**config.mk**
```make
export PLATFORM = sky130hd
export DESIGN_NAME = prbs_code_source
export DESIGN_NICKNAME = d
export VERILOG_FILES = /design/src/rtl/prbs_code_source_pkg.sv /design/src/rtl/prbs_code_source_bit_tick_gen.sv /design/src/rtl/prbs_code_source.sv
export SDC_FILE = /design/constraint.sdc
export NUM_CORES = 1
export LEC_CHECK = 0
export ABC_CLOCK_PERIOD_IN_PS = 3870
export BUFFER_PORTS_ARGS = -buffer_cell sky130_fd_sc_hd__buf_2
export CELL_PAD_IN_SITES_DETAIL_PLACEMENT = 0
export CELL_PAD_IN_SITES_GLOBAL_PLACEMENT = 2
export CORE_MARGIN = 2
export CORE_UTILIZATION = 34
export DETAILED_ROUTE_END_ITERATION = 7
export PLACE_DENSITY = 0.83
export SETUP_SLACK_MARGIN = 0.5
export SLEW_MARGIN = 25
export SYNTH_ARGS = -nofsm -noshare
export SYNTH_HDL_FRONTEND = slang
export SYNTH_SLANG_ARGS = --single-unit
export TNS_END_PERCENT = 50
```
**constraint.sdc**
```tcl
create_clock -name clk -period 3.87 [get_ports clk]
set_clock_uncertainty 0.1 [all_clocks]
set_input_delay 0 -clock clk [delete_from_list [all_inputs] [get_ports clk]]
set_output_delay 0 -clock clk [all_outputs]
set_load 0.01 [all_outputs]
```
**src/rtl/prbs_code_source_pkg.sv**
```systemverilog
// -----------------------------------------------------------------------------
// prbs_pkg
// Shared constants and helpers for the PRBS code source:
//   - default Fibonacci feedback masks for the supported word widths
//   - default (non-zero) seed word
//   - parity() feedback helper, evaluated on (dt & taps)
// -----------------------------------------------------------------------------
package prbs_pkg;

  // Widest LFSR the parity helper accepts; narrower words are zero-extended.
  localparam int MAX_W = 64;

  // Maximal-length feedback masks (bit k set => dt[k] enters the XOR).
  localparam logic [6:0]  TAPS_W7  = 7'h60;
  localparam logic [7:0]  TAPS_W8  = 8'h8E;
  localparam logic [14:0] TAPS_W15 = 15'h6000;

  // Reset / recovery word. Must never be zero or the LFSR locks up.
  localparam logic [7:0]  DEFAULT_SEED = 8'hAA;

  // Feedback bit: XOR of the tapped positions.
  function automatic logic parity(input logic [MAX_W-1:0] v);
    return ^v;
  endfunction

endpackage

```
**src/rtl/prbs_code_source_bit_tick_gen.sv**
```systemverilog
// -----------------------------------------------------------------------------
// bit_tick_gen
// Programmable bit-period divider. Produces a one-cycle tick every div+1
// enabled clock cycles. The tick is taken as soon as the running count
// reaches or exceeds div, so lowering div mid-count ticks on the very next
// enabled cycle instead of waiting for a counter wrap.
//
// Ports:
//   clk    in            system clock, rising edge
//   rst_n  in            synchronous active-low reset
//   en     in            count enable; low freezes the count
//   div    in  [DIV_W]   bit period minus one
//   clear  in            restart the period (count to 0), suppresses tick
//   tick   out           one-cycle bit strobe (combinational from the count)
// -----------------------------------------------------------------------------
module bit_tick_gen #(
  parameter int DIV_W = 16
) (
  input  logic             clk,
  input  logic             rst_n,
  input  logic             en,
  input  logic [DIV_W-1:0] div,
  input  logic             clear,
  output logic             tick
);

  logic [DIV_W-1:0] r_div_cnt;
  logic             w_reached;

  assign w_reached = (r_div_cnt >= div);
  assign tick      = en && !clear && w_reached;

  // NOTE: reset is sampled on the clock edge only (synchronous), and state is
  // written with <= so every register sees the pre-edge values of the others.
  always_ff @(posedge clk) begin
    if (!rst_n) begin
      r_div_cnt <= '0;
    end else if (clear) begin
      r_div_cnt <= '0;
    end else if (en) begin
      r_div_cnt <= w_reached ? '0 : r_div_cnt + 1'b1;
    end
  end

endmodule

```
**src/rtl/prbs_code_source.sv**
```systemverilog
// -----------------------------------------------------------------------------
// prbs_code_source
// Serial pseudo-random code source for the 2FSK transmit chain. A WORD_W-bit
// Fibonacci LFSR word is shifted out MSB first, one bit per programmable bit
// period. Each emitted bit is flagged by code_valid; the MSB of every word
// also raises sync. After the LSB is emitted the LFSR advances (or holds,
// when freeze is set) and the word counter increments. An all-zero next word
// is replaced by SEED and latches lock_err.
//
// Ports:
//   clk         in               system clock, rising edge
//   rst_n       in               synchronous active-low reset
//   en          in               run enable; low pauses everything
//   div         in  [DIV_W]      bit period minus one, in clk cycles
//   load_seed   in               one-cycle restart with seed_in (top priority)
//   seed_in     in  [WORD_W]     word loaded on load_seed
//   freeze      in               repeat the current word at the next boundary
//   code        out              registered serial code bit
//   code_valid  out              one-cycle pulse when code takes a new bit
//   sync        out              high with code_valid for the word's MSB
//   word        out [WORD_W]     word currently being shifted out
//   word_cnt    out [CNT_W]      completed words, wrapping
//   lock_err    out              sticky: a zero word was replaced by SEED
// -----------------------------------------------------------------------------
module prbs_code_source
  import prbs_pkg::*;
#(
  parameter int                WORD_W = 8,
  parameter logic [WORD_W-1:0] TAPS   = TAPS_W8,
  parameter logic [WORD_W-1:0] SEED   = DEFAULT_SEED,
  parameter int                DIV_W  = 16,
  parameter int                CNT_W  = 8
) (
  input  logic              clk,
  input  logic              rst_n,
  input  logic              en,
  input  logic [DIV_W-1:0]  div,
  input  logic              load_seed,
  input  logic [WORD_W-1:0] seed_in,
  input  logic              freeze,
  output logic              code,
  output logic              code_valid,
  output logic              sync,
  output logic [WORD_W-1:0] word,
  output logic [CNT_W-1:0]  word_cnt,
  output logic              lock_err
);

  localparam int               IDX_W   = $clog2(WORD_W);
  localparam logic [IDX_W-1:0] IDX_MSB = IDX_W'(WORD_W - 1);

  // State
  logic [WORD_W-1:0] r_dt;
  logic [IDX_W-1:0]  r_idx;
  logic [CNT_W-1:0]  r_word_cnt;
  logic              r_lock_err;
  logic              r_code;
  logic              r_code_valid;
  logic              r_sync;

  // Datapath helpers
  logic              w_tick;
  logic              w_fb;
  logic [WORD_W-1:0] w_adv;
  logic              w_adv_zero;
  logic [WORD_W-1:0] w_dt_next;
  logic              w_seed_zero;
  logic [WORD_W-1:0] w_load_word;
  logic              w_last_bit;

  bit_tick_gen #(
    .DIV_W (DIV_W)
  ) u_bit_tick_gen (
    .clk   (clk),
    .rst_n (rst_n),
    .en    (en),
    .div   (div),
    .clear (load_seed),
    .tick  (w_tick)
  );

  // NOTE: every signal driven here gets a value on every path (defaults up
  // front), so no latch can be inferred when a branch is added later.
  always_comb begin
    w_fb        = 1'b0;
    w_adv       = r_dt;
    w_adv_zero  = 1'b0;
    w_dt_next   = r_dt;
    w_seed_zero = 1'b0;
    w_load_word = seed_in;
    w_last_bit  = 1'b0;

    // Feedback always comes from the old word, before the shift.
    w_fb        = parity(MAX_W'(r_dt & TAPS));
    w_adv       = freeze ? r_dt : {r_dt[WORD_W-2:0], w_fb};
    // Lock-up guard: a zero word would repeat forever, so recover with SEED.
    w_adv_zero  = (w_adv == '0);
    w_dt_next   = w_adv_zero ? SEED : w_adv;

    w_seed_zero = (seed_in == '0);
    w_load_word = w_seed_zero ? SEED : seed_in;

    w_last_bit  = (r_idx == '0);
  end

  always_ff @(posedge clk) begin
    if (!rst_n) begin
      r_dt         <= SEED;
      r_idx        <= IDX_MSB;
      r_word_cnt   <= '0;
      r_lock_err   <= 1'b0;
      r_code       <= 1'b0;
      r_code_valid <= 1'b0;
      r_sync       <= 1'b0;
    end else if (load_seed) begin
      // Restart beats a coincident tick: no bit is emitted, code holds.
      r_dt         <= w_load_word;
      r_idx        <= IDX_MSB;
      r_word_cnt   <= '0;
      r_code_valid <= 1'b0;
      r_sync       <= 1'b0;
      if (w_seed_zero) begin
        r_lock_err <= 1'b1;
      end
    end else if (w_tick) begin
      r_code       <= r_dt[r_idx];
      r_code_valid <= 1'b1;
      r_sync       <= (r_idx == IDX_MSB);
      if (w_last_bit) begin
        // Word boundary: the next word is visible one bit period before
        // its MSB goes out.
        r_idx      <= IDX_MSB;
        r_word_cnt <= r_word_cnt + 1'b1;
        r_dt       <= w_dt_next;
        if (w_adv_zero) begin
          r_lock_err <= 1'b1;
        end
      end else begin
        r_idx <= r_idx - 1'b1;
      end
    end else begin
      // Idle or paused: only the strobes drop, everything else holds.
      r_code_valid <= 1'b0;
      r_sync       <= 1'b0;
    end
  end

  assign code       = r_code;
  assign code_valid = r_code_valid;
  assign sync       = r_sync;
  assign word       = r_dt;
  assign word_cnt   = r_word_cnt;
  assign lock_err   = r_lock_err;

endmodule

```
* Yosys cells after proc, flatten, opt, wreduce, memory -nomap -nowiden
Cells that the tools add are included.
** Word-level totals
- Register bits :: 39
- Bits of input ports :: 29
- Word-level logic and storage cells :: 50
** Operators by class
- Add/subtract/negate cells :: 3
- Order comparisons :: 2
- Equal/unequal tests :: 2
- Mux-type cells :: 16
- Bitwise gates (word level) :: 3
- Reduce and logical (&&, ||, !) cells :: 16
** Operators with widths (number)
- XOR reduction 64 bit :: 1
- 2-to-1 mux 8 bit :: 6
- adder 16 x 1 -> 16 bit, second input constant :: 1
- >= comparator 16 bit :: 1
- logical NOT 8 bit :: 2
- 2-to-1 mux 16 bit :: 1
- adder 8 x 1 -> 8 bit, second input constant :: 1
- 2-to-1 mux 1 bit :: 7
- AND reduction 2 bit :: 3
- nonzero test 2 bit :: 3
- < comparator 3 x 4 -> 1 bit, second input constant :: 1
- AND reduction 4 bit :: 1
- binary-select mux 1 bit (select 3 bit) :: 1
- equality test 3 bit, second input constant :: 1
- logical NOT 3 bit :: 1
- 2-to-1 mux 3 bit :: 1
- NOT 1 bit :: 3
- OR reduction 3 bit :: 1
- subtractor 3 x 1 -> 3 bit, second input constant :: 1
- logical AND 1 bit :: 2
- != test 2 x 1 -> 1 bit, second input constant :: 1
- OR reduction 2 bit :: 1
- logical NOT 1 bit :: 1

* Longest topological paths before layout
Gate-level depths: netlist (run 1).
- Depth in word-level cells :: 7
- Gate-level depth with buffers :: 9
- Depth with buffers taken out :: 8

* Modules after synthesis
Synthesis (run 1) repeated with hierarchy kept, for this count alone.
** Second synthesis, totals
- Cells, all modules :: 275
- Area, all modules :: 2438.6 sq um
** Modules (own cells, without submodules)
- prbs_code_source :: instances 1, cells an instance 138, area each 1275.0 sq um, seq. area each 460.4 sq um
- bit_tick_gen :: instances 1, cells an instance 137, area each 1163.6 sq um, seq. area each 320.3 sq um

* Least setup slack after synthesis (run 1)
OpenSTA, ideal clock, no wires.
- Path kind :: register -> register
- From :: register u_bit_tick_gen.r_div_cnt[0]
- To :: register r_idx[2]
- Setup time :: 0.122 ns
- Arrival :: 2.000 ns
- Data required time :: 3.648 ns
- Slack :: 1.648 ns
- Stages on the path, launching flop included :: 10
- Buffers on the path :: 1
- Clock period less this slack :: 2.222 ns
- Cells stage by stage :: dfxtp_1 -> inv_1 -> ha_1 -> nand2b_1 -> a2111oi_2 -> o211ai_2 -> a21oi_4 -> buf_4 -> nor2_1 -> o32a_1
** On the way
- Longest elaborated chain between the ends :: 2
** Ends and longest elaborated chain
- from (decl) :: line prbs_code_source_bit_tick_gen.sv:27 : logic [DIV_W-1:0] r_div_cnt;
- from (signal assigned) :: line prbs_code_source_bit_tick_gen.sv:41 : r_div_cnt <= w_reached ? '0 : r_div_cnt + 1'b1;
- >= comparator 16 bit :: line prbs_code_source_bit_tick_gen.sv:30 : assign w_reached = (r_div_cnt >= div);
- logical AND 1 bit :: line prbs_code_source_bit_tick_gen.sv:31 : assign tick = en && !clear && w_reached;
- to (signal assigned) :: line prbs_code_source.sv:139 : r_idx <= r_idx - 1'b1;
- to (decl) :: line prbs_code_source.sv:54 : logic [IDX_W-1:0] r_idx;
Every way passes these cells.
A chain may end at the register's enable or synchronous reset.

* Worst setup path in the final report (run 1)
- From :: register u_bit_tick_gen.r_div_cnt[0]
- To :: register r_dt[3], in the netlist word[3]
** On the way
- Longest elaborated chain between the ends :: 4
** Ends and longest elaborated chain
- >= comparator 16 bit :: line prbs_code_source_bit_tick_gen.sv:30
- logical AND 1 bit :: line prbs_code_source_bit_tick_gen.sv:31
- nonzero test 2 bit (no line)
- AND reduction 2 bit (no line)
- to (signal assigned) :: line prbs_code_source.sv:117 : r_dt <= w_load_word;
- to (signal assigned) :: line prbs_code_source.sv:134 : r_dt <= w_dt_next;
- to (decl) :: line prbs_code_source.sv:53 : logic [WORD_W-1:0] r_dt;
Every way passes these cells.

==> metrics.yaml, run 1 <==
yosys.area.top_type: "sky130_fd_sc_hd__dfxtp_1"
crit_path_max_fanout: 14
antenna_left: 0
multi_input_comb_area_mm2: 0.00147
largest_net_degree_at_the_start_of_global_routing: 28
cts_made_buffers: 5
grt_setup_unrepaired: "false"
cp-end-kind: "flop"
placeableCoreArea_mm2: 0.00679
post-synth-top-area-fraction_pct: 32.7
initialDrtViolationCount: 63
dr_total_vias: 2282
timing.fmax_ghz: 0.329
synth_simple_gate_area_share_pct: 21.2
report.power.total_uw: 784
syn_area_per_cell_um2: 8.07
insertion_delay_ns: 0.29
gp_congestion: 0.775
syn-cell-area_mm2: 0.00239
register_area_um2: 781
status: "finished, final reports clean"
period_share_pct: 78.7
worst_ir_drop_vdd_mv: 0.112
crit_path_launch_type: "flop"
wire_length_after_detailed_routing_um: 6190
synth-warning-count: 0
areaGrowthSynthToFinish_pct: 20.9
period_needed_ns: 3.04
postSynthNetCount: 346
worst_hold_slack_ns: 0.0159
mostFrequentLayoutCells: "sky130_fd_sc_hd__buf_2 (48), sky130_fd_sc_hd__dfxtp_1 (39), sky130_fd_sc_hd__nand2_1 (29)"
max-slew-margin-rel_pct: 46.2
drive_gt1_share_pct: 17.9
synthCells: 296
setup_viol: 0
synth_compound_gate_area_share_pct: 20.1
dp_hpwl_um: 4410
internal_power_uw: 578
worstPathRequired_ns: 4.01
worstHoldStart: "en"
switching_share_pct: 26.3
power.leakage_uw: 0.00123
clk_root_buf: "sky130_fd_sc_hd__clkbuf_8"
worst_pin_slew_ns: 0.799
clock_sink_count: 39
setup_tns_ns: 0
initial_util_pct: 35.1
io_buffers: 48
layout_commonest_cell: "sky130_fd_sc_hd__buf_2"
power.clock.fraction_pct: 34.7
nFillCells: 735
proportion_of_power_drawn_by_combinational_gates_pct: 11.9
xor_xnor_cell_area_share_of_the_yosys_netlist_pct: 5.87
design.die.area_mm2: 0.00771
finalCoreUtilization_pct: 42.5
cts-root-to-sink-buffers: 2
synth_top_family_by_area: "simple AND/OR/NAND/NOR gates"
maxCapViolations: 0
netSwitchingPower_uw: 206
timing_max_transition_violations_final: 0
synth-adder-area-share_pct: 11.0
core.rowCount: 30
ios: 49
synth_seq_area_share_pct: 32.7
worstPathArrival_ns: 3.18
timing.hold.worst.class: "in2reg"
synth_cell_types: 45
synth.area.top_cells: "sky130_fd_sc_hd__dfxtp_1 (33%), sky130_fd_sc_hd__ha_1 (11%), sky130_fd_sc_hd__o21ai_0 (4.8%)"
final_net_count: 401
clkTransAtPathRegs_ns: 0.08
tritoncts_clock_tree: "yes"
antenna_found_initial: 0
powerDensity_mw_per_mm2: 272
ys.flop_type: "sky130_fd_sc_hd__dfxtp_1"
routed_wire_length_per_instance_um: 13.8
yosys_register_bits: 39
p_seq_share_pct: 53.5
die_span_in_x_um: 87.8
synth-edff-count: 0
remaining_drc_errors: 0
crit_path_start: "u_bit_tick_gen.r_div_cnt[0]"
gr-total-overflow: 0
fraction_of_synthesis_flops_using_an_asynchronous_set_or_reset_pin_pct: 0
timing_hold_violations_final: 0
htreeDepth: 2
drt_pre_antenna_iters: 4
route.detailed.vias_per_inst: 5.09
number_of_global_route_vias_before_repair: 2165
postCtsResizedCells: 0
grt_usage_pct: 16.9
die_h_um: 87.8
post_synth_mux_area_share_pct: 3.14
r2r-start: "u_bit_tick_gen.r_div_cnt[0]"
wire_length_of_the_first_global_routing_pass_um: 10300
criticalPathCategory: "reg2reg"
insertedDiodeCount: 0
[per-layer routing]
metal  GRT usage (%)  part of all wire [%]  wire (um)  vias up
li1                -                     -          -     1179
met2            29.3                    49       3030       43
met1            21.6                    47       2900     1054
met3            3.49                   3.4        209        6
met4            3.78                  0.89         55        0
met5               0                     0          0        -
[synthesized netlist by cell type (3+ instances only)]
cell type	number
sky130_fd_sc_hd__o31ai_1	4
sky130_fd_sc_hd__nor3_1	5
sky130_fd_sc_hd__nor2_1	25
sky130_fd_sc_hd__nand3_1	12
sky130_fd_sc_hd__ha_1	21
sky130_fd_sc_hd__buf_2	3
sky130_fd_sc_hd__or4_1	4
sky130_fd_sc_hd__or3_1	4
sky130_fd_sc_hd__inv_1	24
sky130_fd_sc_hd__and3_1	3
sky130_fd_sc_hd__a2111oi_0	3
sky130_fd_sc_hd__a21oi_1	21
sky130_fd_sc_hd__nand2b_1	3
sky130_fd_sc_hd__xnor2_1	7
sky130_fd_sc_hd__nand2_1	29
sky130_fd_sc_hd__mux2i_1	3
sky130_fd_sc_hd__xor2_1	9
sky130_fd_sc_hd__nand4_1	10
sky130_fd_sc_hd__a31oi_1	9
sky130_fd_sc_hd__dfxtp_1	39
sky130_fd_sc_hd__o21ai_0	23
sky130_fd_sc_hd__clkbuf_1	7
[registers in the layout (all words and copies together), names as in the netlist]
signal,cells
u_bit_tick_gen.r_div_cnt,16
word,8
word_cnt,8
r_idx,3
code,1
code_valid,1
lock_err,1
sync,1
[stage by stage]
step	std cells	area, um^2	worst slack, ns
final	448	2890	0.826
after global routing	448	2890	0.530
after CTS	447	2880	0.623
after detailed placement	430	2710	1.20
after global placement	430	2710	1.23
after floorplan	296	2390	1.65
[power by group through the flow]
| stage | logic (uW) | registers (uW) | clock network [uW] |
|---|---|---|---|
| CTS | 93.2 | 419 | 278 |
| global route | 106 | 420 | 297 |
| finish | 92.9 | 419 | 272 |
| global placement | 85.3 | 428 | 0 |
| detailed placement | 85.9 | 428 | 0 |
| floorplan | 49.7 | 427 | 0 |
[kinds of logic (layout without fill, tap and decap cells)]
logic type	Yosys count	after routing
mux	5	5
buf+inv	36	91
simple gates	104	104
flops	39	39
compound gates	75	76
fa+ha+maj	21	21
xor+xnor	16	16
[what timing repair did]
item                                   in CTS  in global routing
buffers inserted                            0                  0
hold buffers                                9                  0
setup endpoints to repair                   0                  1
endpoints found under the hold margin       9                  0
[critical path, cell delays in order, from the launching register on]
cell	delay, ns
sky130_fd_sc_hd__dfxtp_1	0.37
sky130_fd_sc_hd__inv_1	0.07
sky130_fd_sc_hd__ha_1	0.26
sky130_fd_sc_hd__nand2b_1	0.15
sky130_fd_sc_hd__a2111oi_2	0.38
sky130_fd_sc_hd__o211ai_2	0.21
sky130_fd_sc_hd__a21oi_4	0.39
sky130_fd_sc_hd__o21ai_0	0.27
sky130_fd_sc_hd__o2111ai_1	0.24
sky130_fd_sc_hd__dlygate4sd3_1	0.57
[layout make-up]
cell class,count,area share (%)
Inverter,25,3.25
Sequential cell,39,27.0
Timing Repair Buffer,58,11.7
Clock inverter,1,0.173
Tap cell,96,4.16
Clock buffer,7,2.64
Multi-Input combinational cell,222,51.0
[path summary, 6_finish.rpt]
check | endpoint | slack (ns) | cells past startpoint
hold / removal | u_bit_tick_gen.r_div_cnt[1] | 0.02 | 3
setup reg to reg | word[3] | 0.83 | 9
hold reg to reg | word_cnt[7] | 0.37 | 2
setup / recovery | word[3] | 0.83 | 9
(Power assumes the default switching activity.)
==> run 2, diff against run 1 <==
--- a/config.mk
+++ b/config.mk
@@ -5,14 +5,15 @@
 export SDC_FILE = /design/constraint.sdc
 export NUM_CORES = 1
 export LEC_CHECK = 0
-export ABC_CLOCK_PERIOD_IN_PS = 3870
+export ABC_AREA = 1
+export ABC_CLOCK_PERIOD_IN_PS = 3000
 export BUFFER_PORTS_ARGS = -buffer_cell sky130_fd_sc_hd__buf_2
 export CELL_PAD_IN_SITES_DETAIL_PLACEMENT = 0
 export CELL_PAD_IN_SITES_GLOBAL_PLACEMENT = 2
 export CORE_MARGIN = 2
-export CORE_UTILIZATION = 34
+export CORE_UTILIZATION = 30
 export DETAILED_ROUTE_END_ITERATION = 7
-export PLACE_DENSITY = 0.83
+export PLACE_DENSITY = 0.78
 export SETUP_SLACK_MARGIN = 0.5
 export SLEW_MARGIN = 25
 export SYNTH_ARGS = -nofsm -noshare
==> constraint.sdc (replaced) <==
create_clock -name clk -period 3 [get_ports clk]
set_clock_uncertainty 0.1 [all_clocks]
set_input_delay 0 -clock clk [delete_from_list [all_inputs] [get_ports clk]]
set_output_delay 0 -clock clk [all_outputs]
set_load 0.01 [all_outputs]
==> metrics.yaml, run 2 <==
status: "finished, final reports clean"
crit_path_top_delay_cell: "sky130_fd_sc_hd__dfxtp_1"
gr-total-overflow: 0
clock_sink_count: 39
mostFrequentLayoutCells: "sky130_fd_sc_hd__nand2_1 (78), sky130_fd_sc_hd__buf_2 (48), sky130_fd_sc_hd__inv_1 (47)"
initial_util_pct: 31.1
ys.flop_type: "sky130_fd_sc_hd__dfxtp_1"
period_needed_ns: 2.25
tritoncts_clock_tree: "yes"
antenna_found_initial: 0
cts-root-to-sink-buffers: 2
yosys_register_bits: 39
layout_commonest_cell: "sky130_fd_sc_hd__nand2_1"
power.leakage_uw: 0.00151
clkTransAtPathRegs_ns: 0.09
die_span_in_x_um: 96.5
final_net_count: 475
dp_cells: 517
htreeDepth: 2
nFillCells: 960
drive_gt1_share_pct: 17.1
routed_wire_length_per_instance_um: 12.1
worst_pin_slew_ns: 0.735
largest_net_degree_at_the_start_of_global_routing: 23
criticalPathCategory: "reg2reg"
syn-cell-area_mm2: 0.00257
crit_path_max_fanout: 12
yosys.area.top_type: "sky130_fd_sc_hd__dfxtp_1"
cp-end-kind: "flop"
synth_cell_types: 35
timing_hold_violations_final: 0
synthTopCellsByCount: "sky130_fd_sc_hd__nand2_1 (79), sky130_fd_sc_hd__inv_1 (47), sky130_fd_sc_hd__nor2_1 (42), sky130_fd_sc_hd__dfxtp_1 (39), sky130_fd_sc_hd__nand3_1 (26)"
io_buffers: 48
period_share_pct: 74.8
wire_length_of_the_first_global_routing_pass_um: 10700
timing_max_transition_violations_final: 0
post-synth-top-area-fraction_pct: 30.4
antenna_left: 0
gp_congestion: 0.749
timing.hold.worst.class: "in2reg"
powerDensity_mw_per_mm2: 345
crit_path_launch_type: "flop"
synthCells: 374
grt_setup_unrepaired: "false"
drt_pre_antenna_iters: 4
maxCapViolations: 0
postSynthNetCount: 424
largest_register_ffs: 16
worst_ir_drop_vdd_mv: 0.173
fraction_of_synthesis_flops_using_an_asynchronous_set_or_reset_pin_pct: 0
cts_made_buffers: 5
synth.area.top_cells: "sky130_fd_sc_hd__dfxtp_1 (30%), sky130_fd_sc_hd__nand2_1 (12%), sky130_fd_sc_hd__ha_1 (10%)"
final_cells: 531
initialDrtViolationCount: 70
design.die.area_mm2: 0.00932
setup_viol: 0
synthMostInstantiatedCell: "sky130_fd_sc_hd__nand2_1"
synth_seq_area_share_pct: 30.4
dp_hpwl_um: 4890
synth-warning-count: 0
max-slew-margin-rel_pct: 50.8
grt_usage_pct: 14.6
synth-edff-count: 0
most_flop_heavy_register: "u_bit_tick_gen.r_div_cnt"
placeableCoreArea_mm2: 0.00826
worstPathArrival_ns: 2.32
insertion_delay_ns: 0.30
route.detailed.vias_per_inst: 4.59
ios: 49
insertedDiodeCount: 0
timing.fmax_ghz: 0.445
timing.critical_path.cells: "ha_1 -> a21oi_1 -> nor2_1 -> nor2_1 -> nand2_1 -> nand2_1 -> nand3_2 -> nand3_4 -> nand2_2 -> nor2_1 -> nand3_1"
peak_per_stage_delay_on_the_critical_path_ns: 0.46
wire_length_after_detailed_routing_um: 6450
setup_tns_ns: 0
worstPathRequired_ns: 3.08
clk_root_buf: "sky130_fd_sc_hd__clkbuf_8"
core.rowCount: 33
critical_path.most_common_cell: "sky130_fd_sc_hd__nor2_1"
die_h_um: 96.5
syn_area_per_cell_um2: 6.87
areaGrowthSynthToFinish_pct: 18.0
remaining_drc_errors: 0
dr_total_vias: 2436
number_of_global_route_vias_before_repair: 2245
-- run 2: cell count changes after synthesis, moves of 5 or more --
cell / delta
sky130_fd_sc_hd__a31oi_1: -9
sky130_fd_sc_hd__inv_1: +23
sky130_fd_sc_hd__nor2_2: +5
sky130_fd_sc_hd__nor2_1: +17
sky130_fd_sc_hd__nand2_1: +50
sky130_fd_sc_hd__nand3_1: +14
-- run 2: where the power goes --
part / internal (uW) / total (uW) / switching [uW]
clock: 164 / 362 / 198
sequential: 526 / 538 / 11.9
combinational: 57.7 / 145 / 87.8
-- run 2: cell type report --
class / instances / area, um^2 / share of cell area [%]
Inverter: 48 / 183 / 6.03
Timing Repair Buffer: 53 / 290 / 9.57
Sequential cell: 39 / 781 / 25.8
Multi-Input combinational cell: 278 / 1570 / 51.6
Clock inverter: 1 / 5.00 / 0.165
Tap cell: 105 / 131 / 4.33
Clock buffer: 7 / 76.3 / 2.52
-- run 2: critical path, delay by kind of cell, from the launching register on --
family                     cells  cell delay (ns)
DFF                            1             0.46
adders and majority gates      1             0.29
and+or+nand+nor                9             1.14
AOI/OAI and AO/OA              1             0.13
-- run 2: per-stage QoR --
step | total power (uW) | instance area [um^2] | setup slack [ns] | util [%] | hold slack [ns]
2_1_floorplan | 640 | 2570 | 1.20 | - | 0.0588
3_3_place_gp | 693 | 2880 | 0.522 | 34.9 | 0.201
3_5_place_dp | 692 | 2880 | 0.454 | 34.9 | 0.201
4_1_cts | 1060 | 3020 | 0.627 | 36.6 | 0.0206
5_1_grt | 1110 | 3030 | 0.501 | 36.7 | 0.0582
6_report | 1050 | 3030 | 0.755 | 36.7 | 0.0170
-- run 2: repair_timing --
action                                 in CTS  in global routing
pin swaps                                   0                  1
buffers inserted                            0                  0
hold buffers                                5                  0
gates resized for setup                     1                  1
gates cloned                                0                  1
endpoints found under the hold margin      12                  0
setup endpoints to repair                   7                 10
-- run 2: cells by family after synthesis --
kind of cell | Yosys count | synth area share (%)
simple gates | 185 | 32.9
buf+inv | 58 | 9.45
compound gates | 57 | 12.2
flops | 39 | 30.4
fa+ha+maj | 21 | 10.2
xor+xnor | 14 | 4.77
-- run 2: routing by layer --
layer | track usage (%) | wire length, um | up-vias | part of all wire (%)
met3 | 2.72 | 253 | 6 | 3.9
li1 | - | - | 1323 | -
met1 | 19.8 | 3280 | 1067 | 51
met5 | 0 | 0 | - | 0
met2 | 24.0 | 2850 | 40 | 44
met4 | 3.52 | 64 | 0 | 0.99
-- run 2: worst paths after layout --
check,startpoint,endpoint,slack (ns),cells past startpoint
setup / recovery,u_bit_tick_gen.r_div_cnt[5],r_idx[2],0.75,11
hold / removal,seed_in[4],word[4],0.02,5
setup reg to reg,u_bit_tick_gen.r_div_cnt[5],r_idx[2],0.75,11
hold reg to reg,code,code,0.39,2
==> run 3, diff against run 2 <==
--- a/config.mk
+++ b/config.mk
@@ -6,7 +6,7 @@
 export NUM_CORES = 1
 export LEC_CHECK = 0
 export ABC_AREA = 1
-export ABC_CLOCK_PERIOD_IN_PS = 3000
+export ABC_CLOCK_PERIOD_IN_PS = 2300
 export BUFFER_PORTS_ARGS = -buffer_cell sky130_fd_sc_hd__buf_2
 export CELL_PAD_IN_SITES_DETAIL_PLACEMENT = 0
 export CELL_PAD_IN_SITES_GLOBAL_PLACEMENT = 2
==> constraint.sdc (replaced) <==
create_clock -name clk -period 2.3 [get_ports clk]
set_clock_uncertainty 0.1 [all_clocks]
set_input_delay 0 -clock clk [delete_from_list [all_inputs] [get_ports clk]]
set_output_delay 0 -clock clk [all_outputs]
set_load 0.01 [all_outputs]
==> metrics.yaml, run 3 (synthesized netlist as in run 2, its figures left out) <==
worst_hold_slack_ns: -0.117
number_of_global_route_vias_before_repair: 2535
insertion_delay_ns: 0.29
final_cells: 546
final_net_count: 491
grt_setup_unrepaired: "true"
clock_sink_count: 39
largest_net_degree_at_the_start_of_global_routing: 18
max-slew-margin-rel_pct: 29.1
antenna_left: 0
hold-path-cell-count: 2
crit_path_max_fanout: 6
most_flop_heavy_register: "u_bit_tick_gen.r_div_cnt"
worst_ir_drop_vdd_mv: 0.203
crit_path_launch_type: "flop"
remaining_drc_errors: 0
powerDensity_mw_per_mm2: 386
cp-end-kind: "flop"
period_share_pct: 84.8
drt_pre_antenna_iters: 4
setup_viol: 0
power.leakage_uw: 0.00166
dp_hpwl_um: 5010
design.die.area_mm2: 0.00932
regToRegSetupSlack_ns: 0.35
antenna_found_initial: 0
worstPathRequired_ns: 2.38
timing.hold.worst.class: "in2reg"
nFillCells: 884
die_h_um: 96.5
initial_util_pct: 31.1
worstPathArrival_ns: 2.03
r2r-start: "u_bit_tick_gen.r_div_cnt[13]"
gp_congestion: 0.753
crit_path_start: "u_bit_tick_gen.r_div_cnt[13]"
setup_tns_ns: 0
cts-root-to-sink-buffers: 2
layout_commonest_cell: "sky130_fd_sc_hd__nand2_1"
grt_usage_pct: 15.6
maxCapViolations: 0
largest_register_ffs: 16
initialDrtViolationCount: 54
gr-total-overflow: 0
drive_gt1_share_pct: 36.3
route.detailed.vias_per_inst: 4.76
worstHoldStart: "rst_n"
placeableCoreArea_mm2: 0.00826
routed_wire_length_per_instance_um: 12.6
criticalPathCategory: "reg2reg"
timing_hold_violations_final: 8
ios: 49
violated_checks: "hold timing"
io_buffers: 48
die_span_in_x_um: 96.5
cts_hold_repair.buffers: 2
timing_max_transition_violations_final: 0
endpoint_worst_hold: "word[7]"
core.rowCount: 33
wire_length_after_detailed_routing_um: 6870
clkTransAtPathRegs_ns: 0.08
r2r_end: "r_idx[0]"
wire_length_of_the_first_global_routing_pass_um: 11400
insertedDiodeCount: 0
status: "finished, violations left"
worst_pin_slew_ns: 1.06
mostFrequentLayoutCells: "sky130_fd_sc_hd__nand2_1 (60), sky130_fd_sc_hd__buf_2 (48), sky130_fd_sc_hd__inv_1 (44)"
tritoncts_clock_tree: "yes"
timing.fmax_ghz: 0.513
clk_root_buf: "sky130_fd_sc_hd__clkbuf_8"
dp_cells: 525
cts_made_buffers: 5
areaGrowthSynthToFinish_pct: 40.8
dr_total_vias: 2598
period_needed_ns: 1.95
worstRegToRegCells: 12
htreeDepth: 2
run 3: what timing repair did:
item	4_1_cts	5_1_grt
gates resized for setup	61	43
hold endpoints to repair	10	8
pin swaps	17	14
cloned	3	0
buffers inserted	6	3
endpoints found under the setup margin	38	38
run 3: worst max-delay path, cell delays in order (launching register included):
cell and delay, ns:
sky130_fd_sc_hd__dfxtp_4 0.36, sky130_fd_sc_hd__ha_4 0.21, sky130_fd_sc_hd__nand2_2 0.06, sky130_fd_sc_hd__inv_2 0.03, sky130_fd_sc_hd__o21bai_1 0.13, sky130_fd_sc_hd__nand2_1 0.08
sky130_fd_sc_hd__a21oi_2 0.19, sky130_fd_sc_hd__nand3_4 0.13, sky130_fd_sc_hd__nand3_4 0.16, sky130_fd_sc_hd__buf_6 0.14, sky130_fd_sc_hd__nand2_8 0.06, sky130_fd_sc_hd__nor2_4 0.12
sky130_fd_sc_hd__o21ai_1 0.07
run 3: area by class of cell:
cell class / instances / area, um^2 / area share [%]
Timing Repair Buffer: 69 / 462 / 12.8
Multi-Input combinational cell: 278 / 1950 / 53.8
Clock inverter: 1 / 5.00 / 0.138
Tap cell: 105 / 131 / 3.63
Clock buffer: 6 / 82.6 / 2.28
Inverter: 48 / 183 / 5.05
Sequential cell: 39 / 807 / 22.3
run 3: worst max path at each step:
stage | endpoint | slack [ns] | cells after the start
2_1_floorplan | r_idx[2] | 0.50 | 13
3_3_place_gp | u_bit_tick_gen.r_div_cnt[10] | 0.1 | 11
3_5_place_dp | u_bit_tick_gen.r_div_cnt[8] | 0.1 | 11
4_1_cts | word[4] | 0.33 | 12
5_1_grt | word_cnt[1] | 0.25 | 12
6_report | r_idx[0] | 0.35 | 12
run 3: stage by stage:
| step | instance area (um^2) | util, % | total power, uW | hold WS, ns | worst slack (ns) |
|---|---|---|---|---|---|
| 2_1_floorplan | 2570 | - | 835 | 0.0588 | 0.504 |
| 3_3_place_gp | 2940 | 35.6 | 905 | 0.185 | 0.0987 |
| 3_5_place_dp | 2940 | 35.6 | 905 | 0.187 | 0.0977 |
| 4_1_cts | 3420 | 41.4 | 1420 | -0.124 | 0.333 |
| 5_1_grt | 3620 | 43.8 | 1470 | -0.0944 | 0.251 |
| 6_report | 3620 | 43.8 | 1400 | -0.117 | 0.350 |
run 3: metal layers:
| layer | global-route usage, % | wire [um] | up-vias |
|---|---|---|---|
| met5 | 0 | 0 | - |
| met1 | 19.7 | 3260 | 1191 |
| li1 | - | - | 1360 |
| met2 | 27.0 | 3290 | 39 |
| met4 | 3.76 | 78 | 0 |
| met3 | 3.26 | 247 | 8 |
run 3: power by group:
part | internal [uW] | switching (uW)
Sequential | 681 | 14.0
Combinational | 89.1 | 138
Clock | 236 | 240
